<file path="src/rtl/ring_output_scheduler_if.sv">
// Requester/link bundle of one ring router output port: two requesters in,
// one link out, plus per-VC buffer status.
interface ring_output_scheduler_if #(
  parameter int PACKET_SIZE = 64
);
  logic                   req0;
  logic [PACKET_SIZE-1:0] data0;
  logic                   gnt0;
  logic                   req1;
  logic [PACKET_SIZE-1:0] data1;
  logic                   gnt1;
  logic                   so;
  logic                   ro;
  logic [PACKET_SIZE-1:0] dout;
  logic [1:0]             vc_full;

  modport master (
    output req0, data0, req1, data1, ro,
    input  gnt0, gnt1, so, dout, vc_full
  );

  modport slave (
    input  req0, data0, req1, data1, ro,
    output gnt0, gnt1, so, dout, vc_full
  );
endinterface

</file>
<file path="src/rtl/ring_output_scheduler.sv">
// Output-port scheduler: two requesters onto one link through two depth-1 VC
// buffers with rotating priority per VC. Optional counters: OUT_SCHED_CNT_EN.
module ring_output_scheduler #(
  parameter int PACKET_SIZE = 64,
  parameter int HOP_LSB     = 48,
  parameter int SHIFT_HOP   = 1
) (
  input  logic                    clk,
  input  logic                    reset,
  input  logic                    polarity,
  ring_output_scheduler_if.slave  bus
`ifdef OUT_SCHED_CNT_EN
  ,
  output logic [15:0]             cnt0,
  output logic [15:0]             cnt1,
  output logic [15:0]             stall_cnt
`endif
);

  logic [PACKET_SIZE-1:0] buf_p0 [2];
  logic [1:0]             full_p0;
  logic [1:0]             prio_p0;

  logic                   fill_vc;
  logic                   send_vc;
  logic                   buf_empty;
  logic                   gnt0;
  logic                   gnt1;
  logic                   send_ok;
  logic                   link_take;
  logic [PACKET_SIZE-1:0] wr_data;

  function automatic logic [PACKET_SIZE-1:0] hop_adjust(input logic [PACKET_SIZE-1:0] pkt);
    logic [PACKET_SIZE-1:0] r;
    r = pkt;
    if (SHIFT_HOP != 0) r[HOP_LSB +: 8] = {1'b0, pkt[HOP_LSB+1 +: 7]};
    return r;
  endfunction

`ifdef OUT_SCHED_CNT_EN
  function automatic logic [15:0] sat_inc(input logic [15:0] v);
    return (v == 16'hFFFF) ? v : v + 16'd1;
  endfunction
`endif

  // Fill and send VCs are always opposite, so a buffer is never written and read together.
  always_comb begin
    fill_vc   = ~polarity;
    send_vc   = polarity;
    buf_empty = reset & ~full_p0[fill_vc];
    gnt0      = buf_empty & bus.req0 & (~bus.req1 | prio_p0[fill_vc]);
    gnt1      = buf_empty & bus.req1 & (~bus.req0 | ~prio_p0[fill_vc]);
    wr_data   = hop_adjust(gnt1 ? bus.data1 : bus.data0);
    send_ok   = reset & full_p0[send_vc];
    link_take = send_ok & bus.ro;
  end

  assign bus.gnt0    = gnt0;
  assign bus.gnt1    = gnt1;
  assign bus.so      = send_ok;
  assign bus.dout    = send_ok ? buf_p0[send_vc] : '0;
  assign bus.vc_full = reset ? full_p0 : 2'b00;

  // Stage p0: buffer occupancy and per-VC last winner
  always_ff @(posedge clk) begin
    if (!reset) begin
      full_p0 <= 2'b00;
      prio_p0 <= 2'b11;
    end else begin
      if (gnt0 | gnt1) begin
        full_p0[fill_vc] <= 1'b1;
        prio_p0[fill_vc] <= gnt1;
      end
      if (link_take) full_p0[send_vc] <= 1'b0;
    end
  end

  // Payload is only observable while its full flag is set, so it needs no reset.
  always_ff @(posedge clk) begin
    if (gnt0 | gnt1) buf_p0[fill_vc] <= wr_data;
  end

`ifdef OUT_SCHED_CNT_EN
  always_ff @(posedge clk) begin
    if (!reset) begin
      cnt0      <= 16'd0;
      cnt1      <= 16'd0;
      stall_cnt <= 16'd0;
    end else begin
      if (gnt0) cnt0 <= sat_inc(cnt0);
      if (gnt1) cnt1 <= sat_inc(cnt1);
      if (send_ok & ~bus.ro) stall_cnt <= sat_inc(stall_cnt);
    end
  end
`endif

endmodule
</file>
<file path="src/flat_wrapper.sv">
// flat-port wrapper written by rule: the top's interface ports become plain ports
module ring_output_scheduler_flat 
#(
  parameter int PACKET_SIZE = 64,
  parameter int HOP_LSB     = 48,
  parameter int SHIFT_HOP   = 1
)
  (clk, reset, polarity, bus_req0, bus_data0, bus_req1, bus_data1, bus_ro, bus_gnt0, bus_gnt1, bus_so, bus_dout, bus_vc_full);
  ring_output_scheduler_if #(.PACKET_SIZE(PACKET_SIZE)) bus_i ();
  input  logic clk;
  input  logic reset;
  input  logic polarity;
  input wire logic [$bits(bus_i.req0)-1:0] bus_req0;
  input wire logic [$bits(bus_i.data0)-1:0] bus_data0;
  input wire logic [$bits(bus_i.req1)-1:0] bus_req1;
  input wire logic [$bits(bus_i.data1)-1:0] bus_data1;
  input wire logic [$bits(bus_i.ro)-1:0] bus_ro;
  output wire logic [$bits(bus_i.gnt0)-1:0] bus_gnt0;
  output wire logic [$bits(bus_i.gnt1)-1:0] bus_gnt1;
  output wire logic [$bits(bus_i.so)-1:0] bus_so;
  output wire logic [$bits(bus_i.dout)-1:0] bus_dout;
  output wire logic [$bits(bus_i.vc_full)-1:0] bus_vc_full;
  assign bus_i.req0 = bus_req0;
  assign bus_i.data0 = bus_data0;
  assign bus_i.req1 = bus_req1;
  assign bus_i.data1 = bus_data1;
  assign bus_i.ro = bus_ro;
  assign bus_gnt0 = bus_i.gnt0;
  assign bus_gnt1 = bus_i.gnt1;
  assign bus_so = bus_i.so;
  assign bus_dout = bus_i.dout;
  assign bus_vc_full = bus_i.vc_full;
  ring_output_scheduler #(.PACKET_SIZE(PACKET_SIZE), .HOP_LSB(HOP_LSB), .SHIFT_HOP(SHIFT_HOP)) u_core (.clk(clk), .reset(reset), .polarity(polarity), .bus(bus_i));
endmodule
</file>
<file path="config.mk">
export PLATFORM = sky130hd
export DESIGN_NAME = ring_output_scheduler_flat
export DESIGN_NICKNAME = d
export VERILOG_FILES = /design/src/rtl/ring_output_scheduler_if.sv /design/src/rtl/ring_output_scheduler.sv /design/src/flat_wrapper.sv
export SDC_FILE = /design/constraint.sdc
export NUM_CORES = 1
export LEC_CHECK = 0
export ABC_AREA = 0
export CORE_MARGIN = 2
export CORE_UTILIZATION = 25
export DETAILED_ROUTE_END_ITERATION = 10
export MAX_ROUTING_LAYER = met4
export PLACE_DENSITY = 0.55
export SLEW_MARGIN = 15
export SYNTH_ARGS = -nofsm -noshare
export SYNTH_HDL_FRONTEND = slang
export SYNTH_SLANG_ARGS = --single-unit
</file>
<file path="constraint.sdc">
create_clock -name clk -period 4.4 [get_ports clk]
set_input_delay 0.66 -clock clk [delete_from_list [all_inputs] [get_ports clk]]
set_output_delay 0.66 -clock clk [all_outputs]
set_load 0.03 [all_outputs]
</file>
Word level (Yosys, flattened, before mapping)
Memories as Yosys holds them, arrays and structs flattened.
Cells that the tools add are included.
{"block": "op_classes", "order_cmp": 4, "n_bitwise": 18, "n_reduce_logical": 2, "mux": 19}
{"operator": "$mux 64", "n": 2}
{"operator": "$mux 1", "n": 10}
{"operator": "$mux 2", "n": 4}
{"operator": "$and 1x1->1", "n": 7}
{"operator": "$not 1->1", "n": 5}
{"operator": "$lt 1x2->1 const B", "n": 2}
{"operator": "$or 1x1->1", "n": 3}
{"operator": "$and 2x2->2", "n": 1}
{"operator": "$bwmux 2", "n": 1}
{"operator": "$demux 1 s1", "n": 2}
{"operator": "$ge 1x1->1 const B", "n": 2}
{"operator": "$logic_and 1x1->1", "n": 2}
{"operator": "$not 2->2", "n": 1}
{"operator": "$or 2x2->2", "n": 1}
{"block": "word_totals", "regBits": 4, "word_cells": 46, "memories": 1, "in_bits": 134, "ramBits": 126, "output_inout_bits": 69}
{"name": "u_core.buf_p0", "depth": 2, "width": 63, "read_ports": 1, "rd_clocked_by_memory_dff": 0, "wr": 1, "line": "ring_output_scheduler.sv:20", "text": "logic [PACKET_SIZE-1:0] buf_p0 [2];"}

Longest topological paths before layout
Gate-level depths: netlist of the first run.
{"block": "depth", "depth_word": 12, "depth_mapped": 5, "mapped_depth_nobuf": 3}

Least setup slack after synthesis of the first run
No wires, ideal clock.
{"block": "synth_path", "path_kind": "in2reg", "startpoint": "in polarity", "endpoint": "mem u_core.buf_p0[1][0] (netlist bit), enable pin", "t_arrival_ns": 3.799, "setup_time_ns": 0.484, "t_required_ns": 3.916, "slack_ns": 0.116, "n_path_buf": 1, "stages": 3, "cell_sequence": "buf_2 or2_2 nor2_1"}
{"block": "synth_via", "elab_chain_len": 9, "elab_cells_between_ends": 17, "cone_classes": "6 x mux; 11 x bitwise"}
{"element": "start: declaration", "line": "flat_wrapper.sv:12", "text": "input logic polarity;"}
{"element": "$mux 1 (not written as such) (2 in series)", "line": "ring_output_scheduler.sv:50", "text": "buf_empty = reset & ~full_p0[fill_vc];"}
{"element": "$not 1->1", "line": "ring_output_scheduler.sv:50"}
{"element": "$and 1x1->1", "line": "ring_output_scheduler.sv:50"}
{"element": "$and 1x1->1, on equally long branches (2 in series)", "line": "ring_output_scheduler.sv:51, ring_output_scheduler.sv:52"}
{"element": "$or 1x1->1", "line": "ring_output_scheduler.sv:80", "text": "if (gnt0 | gnt1) buf_p0[fill_vc] <= wr_data;"}
{"element": "$mux 1", "line": "ring_output_scheduler.sv:80"}
{"element": "$mux 1 (not written as such)", "line": "ring_output_scheduler.sv:80"}
{"element": "end: declaration", "line": "ring_output_scheduler.sv:20"}
Several ways; a longest one is shown, not always the timed one. The select of a mux whose other input is x is not followed.

Worst setup path in the final report of the first run
{"block": "layout_path", "startpoint": "in reset", "endpoint": "out bus_dout[8]"}
{"block": "layout_via", "elab_chain_len": 2}
{"element": "start: declaration", "line": "flat_wrapper.sv:11", "text": "input logic reset;"}
{"element": "$and 1x1->1", "line": "ring_output_scheduler.sv:54", "text": "send_ok = reset & full_p0[send_vc];"}
{"element": "$mux 64", "line": "ring_output_scheduler.sv:61", "text": "assign bus.dout = send_ok ? buf_p0[send_vc] : '0;"}
{"element": "end: declaration", "line": "flat_wrapper.sv:21", "text": "output wire logic [$bits(bus_i.dout)-1:0] bus_dout;"}
No other way between the ends.

==> results of run 1 <==
## cells in the final DEF, fill, tap and decap left out, drive strengths merged, types with 4 or more instances in the layout
master	netlist	final
nor2	68	68
edfxtp	126	126
mux2i	63	63
clkinv	0	8
clkinvlp	0	4
mux2	65	65
clkbuf	8	18
buf	14	10
dfxtp	4	4
clkdlybuf4s50	0	198
## worst reg2reg max path: stages, from the launching register on
cell      delay (ns)
dfxtp_1         0.35
or2_2           0.35
a221oi_4        0.42
buf_12          0.37
mux2_2          0.45
## final timing paths
check	to	slack, ns	cells after the start
worst max-delay path	bus_dout[8]	0.84	5
worst max register to register	u_core.buf_p0[0][50]	2.21	4
worst min-delay path	u_core.prio_p0[0]	0.55	2
worst min register to register	u_core.prio_p0[0]	0.55	2
## power groups by stage
stage	logic [mW]	clock network, mW	registers [mW]
after floorplan	0.205	0	1.47
after global placement	0.407	0	1.46
after detailed placement	0.413	0	1.47
after CTS	0.415	1.39	1.44
after global routing	0.438	1.45	1.44
final	0.408	1.34	1.44
## cell type report
type / count / area (um^2) / area share (%)
Sequential cell: 130 / 3860 / 44.6
Timing Repair Buffer: 208 / 2070 / 23.9
Multi-Input combinational cell: 219 / 1790 / 20.6
Clock buffer: 18 / 429 / 4.96
Tap cell: 285 / 357 / 4.12
Clock inverter: 14 / 141 / 1.63
Inverter: 3 / 11.3 / 0.130
## stage by stage
step	instances	setup WS (ns)
3_5_place_dp	845	0.781
2_1_floorplan	374	0.116
5_1_grt	877	0.670
3_3_place_gp	845	0.823
6_report	877	0.844
4_1_cts	877	0.768
## logic make-up (layout without fill, tap and decap cells)
group | after synthesis | after routing | share of synthesized area (%)
AO/OA/AOI/OAI | 10 | 10 | 1.38
buffers and inverters | 25 | 243 | 2.57
flip-flops | 130 | 130 | 66.8
multiplexers | 128 | 128 | 23.6
other | 1 | 1 | 0.0648
AND/OR/NAND/NOR | 80 | 80 | 5.60
## flip-flops by register name, summed over array words and instances (netlist names)
signal	count
u_core.buf_p0	126
u_core.full_p0	2
u_core.prio_p0	2
## layer usage
metal  wire length, um  GRT usage [%]  vias to the layer above
li1                  -              -                     1795
met1              5830           13.1                     1828
met4               124           3.41                        0
met2              6500           18.0                      125
met3               806           3.33                        8
met5                 0              -                        -
==> results.toml, run 1 <==
[setup_path]
path_max_fanout = 19
max_stage_delay_ns = 0.69
r2r-start = "u_core.full_p0[1]"
path_delay_family = "buffers and inverters"
end_kind = "output pin"
cp_common_cell = "clkdlybuf4s50_1"
cp-start-kind = "input port"
criticalPathCategory = "input port to output pin"
crit_required_ns = 3.74
crit_chain = "clkdlybuf4s50_1 -> nand2_2 -> buf_4 -> nor2_1 -> clkdlybuf4s50_1"
critPathSlowestCell = "clkdlybuf4s50_1"
path_buf_inv = 3
crit_start = "reset"
arrival_ns = 2.90

[yosys]
synth-async-reset-ratio_pct = 0
yosys-top-cells-area = "edfxtp_1, mux2_2, mux2i_1"
yosysWarningCount = 0
synth_top_area_share_pct = 65.4
synth-seq-area-share_pct = 66.8
synth_seq_cells = 130
syn_inst = 374
yosys-top-cells-count = "edfxtp_1, nor2_1, mux2i_1"
yosys_most_used_dff = "edfxtp_1"
synth_most_common_cell = "edfxtp_1"
netlist_area_um2 = 5780
synth_edf_count = 126
avgSynthCellArea_um2 = 15.5
synth_cell_types = 27
synth_top_area_cell = "edfxtp_1"
synth_nets = 508

[routing]
drt_iter0_markers = 141
first_pass_iters = 4
drc = 0
wirelength_um = 13300
ant_nets = 0
wl_per_cell_um = 15.1
via_count = 3756
via_per_inst = 4.28

[clock_tree]
cts_tree = "built"
hold_buffers = 0
numCtsBuffers = 17
cts_max_level = 4
cts_resized = 0
cts_sinks = 130
cts-root-buf = "clkbuf_16"
postCtsSetupRepairBufs = 0
path_clk_slew_ns = 0.06
clkLatencyLatePin_ns = 0.40
clk_path_buf_depth = 2

[floorplan]
dieArea_um2 = 24400
core_um2 = 22600
die_h_um = 156
pin_count = 203
die_width_um = 156
num_rows = 55
start_util_pct = 25.5

[sta]
finalMaxSlewViolations = 0
hold_viol = 0
setup_violations = 0
tightest_slew_ns = 0.848
clock.fmax_ghz = 0.281
setup_tns_ns = 0
rsz0062_at_grt = "false"
skew_ns = 0.00753
timing.final.crit_share_pct = 80.8
slew_headroom_pct = 43.5
holdWs_ns = 0.546
min_period_ns = 3.56

[power_and_ir_drop]
powerDensity_nw_per_um2 = 369
netSwitchingPower_mw = 0.717
intPower_mw = 2.47
total_power_mw = 3.19
leakage_nw = 3.05
combPwrFrac_pct = 12.8
ir_drop_mv = 0.207
clock_power_share_pct = 42.1
swShare_pct = 22.5
seq_power_share_pct = 45.1

[grt]
antenna_found_initial = 0
grt_pass1_wl_um = 19800
grt_pass1_vias = 3779
track_usage_pct = 11.0
grt_max_degree = 64
grt_overflow = 0

[status]
outcome = "finished clean"

[finish]
fillers = 2145
area_growth_pct = 49.7
drive_above_1_share_pct = 17.7
antenna_cells = 0
fin_nets = 713
final_core_util_pct = 38.2
design_area_um2 = 8660

[flow_run]
cap_violations = 0

[worst_hold_path]
hp-class = "flip-flop to flip-flop"
min-delay-start = "u_core.prio_p0[0]"

[placement]
numPortBuffers = 199
placedInstanceArea_um2 = 8090
globalplace.congestion = 0.680
hpwlAfterDp_um = 8860
Note: power is estimated with default switching activity, not from simulation.
==> run 2: changes to the inputs <==
Settings changed: PLACE_DENSITY 0.55 to 0.54.
Clock period 4.4 ns to 3.5 ns, I/O delays scaled along.
==> results.toml, run 2 (synthesis gave the netlist of run 1 again) <==
[clock_tree]
numCtsBuffers = 17
hold_buffers = 0
postCtsSetupRepairBufs = 0
cts_sinks = 130
cts_max_level = 4
cts_resized = 0
clk_path_buf_depth = 2
cts-root-buf = "clkbuf_16"
path_clk_slew_ns = 0.06
cts_tree = "built"
clkLatencyLatePin_ns = 0.41

[grt]
grt_overflow = 0
antenna_found_initial = 0
track_usage_pct = 11.6
grt_pass1_wl_um = 20700
grt_max_degree = 65
grt_pass1_vias = 3965

[worst_hold_path]
min-delay-start = "u_core.prio_p0[0]"
hp-class = "flip-flop to flip-flop"

[sta]
min_period_ns = 2.93
rsz0062_at_grt = "false"
setup_ws_ns = 0.571
finalMaxSlewViolations = 0
holdWs_ns = 0.552
tightest_slew_ns = 0.627
slew_headroom_pct = 58.1
hold_viol = 0
timing.final.crit_share_pct = 83.7
setup_violations = 0
skew_ns = 0.00844
clock.fmax_ghz = 0.341
setup_tns_ns = 0

[power_and_ir_drop]
netSwitchingPower_mw = 0.934
clock_power_share_pct = 44.6
combPwrFrac_pct = 12.4
powerDensity_nw_per_um2 = 480
intPower_mw = 3.27
leakage_nw = 3.10
seq_power_share_pct = 43.0
ir_drop_mv = 0.295
swShare_pct = 22.2

[routing]
via_count = 3737
wl_per_cell_um = 15.4
wirelength_um = 13500
first_pass_iters = 4
via_per_inst = 4.27
drt_iter0_markers = 123
ant_nets = 0
drc = 0

[setup_path]
path_max_fanout = 64
max_stage_delay_ns = 0.64
criticalPathCategory = "input port to output pin"
critPathSlowestCell = "clkdlybuf4s50_1"
cp-start-kind = "input port"
crit_required_ns = 2.97
crit_chain = "buf_4 -> mux2_2 -> nand2_2 -> buf_12 -> nor2_1 -> clkdlybuf4s50_1"
arrival_ns = 2.40
end_kind = "output pin"
r2r-start = "u_core.full_p0[1]"
crit_start = "polarity"

[floorplan]
start_util_pct = 25.5
pin_count = 203
dieArea_um2 = 24400
die_width_um = 156
core_um2 = 22600
num_rows = 55
die_h_um = 156

[finish]
stdcell_count = 875
layout_common_cells = "clkdlybuf4s50_1, edfxtp_1, nor2_1, mux2i_1, mux2_2"
largest_reg_flops = 126
drive_above_1_share_pct = 18.1
antenna_cells = 0
top_register = "u_core.buf_p0"
top_regs = "u_core.buf_p0 x126, u_core.full_p0 x2, u_core.prio_p0 x2"
fin_nets = 711
area_growth_pct = 51.8
layout_commonest_cell = "clkdlybuf4s50_1"

[flow_run]
cap_violations = 0

[placement]
hpwlAfterDp_um = 8840
numPortBuffers = 199
globalplace.congestion = 0.703
dp_cells = 843
dp_slack_ns = 0.530

[status]
outcome = "finished clean"
## run 2: changes by cell type in the layout (fill, tap and decap cells not counted), moves of 2 or more
cell / previous run / this run
buf_4: 9 / 2
buf_12: 1 / 7
inv_6: 0 / 4
bufinv_16: 2 / 4
clkinv_1: 3 / 1
clkinvlp_4: 4 / 2
## run 2: metal layers
layer  GRT usage, %  vias to the layer above  part of all wire, %
met5              -                        -                    0
met4           3.45                        0                  1.1
met3           3.72                       11                  6.4
met2           18.9                      125                   48
met1           13.7                     1805                   45
li1               -                     1796                    -
## run 2: path summary, 6_finish.rpt
path | slack [ns] | endpoint | cells past startpoint
hold reg to reg | 0.55 | u_core.prio_p0[0] | 2
setup / recovery | 0.57 | bus_dout[49] | 6
setup reg to reg | 1.36 | u_core.buf_p0[0][0] | 4
hold / removal | 0.55 | u_core.prio_p0[0] | 2
## run 2: cell type report
cell class	count	area (um^2)
Tap cell	285	357
Sequential cell	130	3860
Fill cell	2137	13900
Clock inverter	15	205
Multi-Input combinational cell	219	1790
Inverter	3	11.3
Clock buffer	17	425
Timing Repair Buffer	206	2130
## run 2: worst max-delay path, delay by kind of cell
family / cells / cell delay, ns
AND/OR/NAND/NOR: 2 / 0.18
multiplexers: 1 / 0.39
buffers and inverters: 3 / 1.27
## run 2: power groups by stage
stage / Combinational, mW / Sequential (mW) / Clock [mW]
after global placement: 0.520 / 1.84 / 0
after floorplan: 0.258 / 1.84 / 0
final: 0.521 / 1.81 / 1.88
after detailed placement: 0.530 / 1.84 / 0
after CTS: 0.532 / 1.81 / 1.94
after global routing: 0.562 / 1.81 / 2.01
## run 2: through the flow
step	power [mW]	area, um^2	utilization, %
2_1_floorplan	2.10	5790	-
3_3_place_gp	2.36	8150	36.0
3_5_place_dp	2.37	8150	36.0
4_1_cts	4.28	8780	38.8
5_1_grt	4.38	8780	38.8
6_report	4.21	8780	38.8
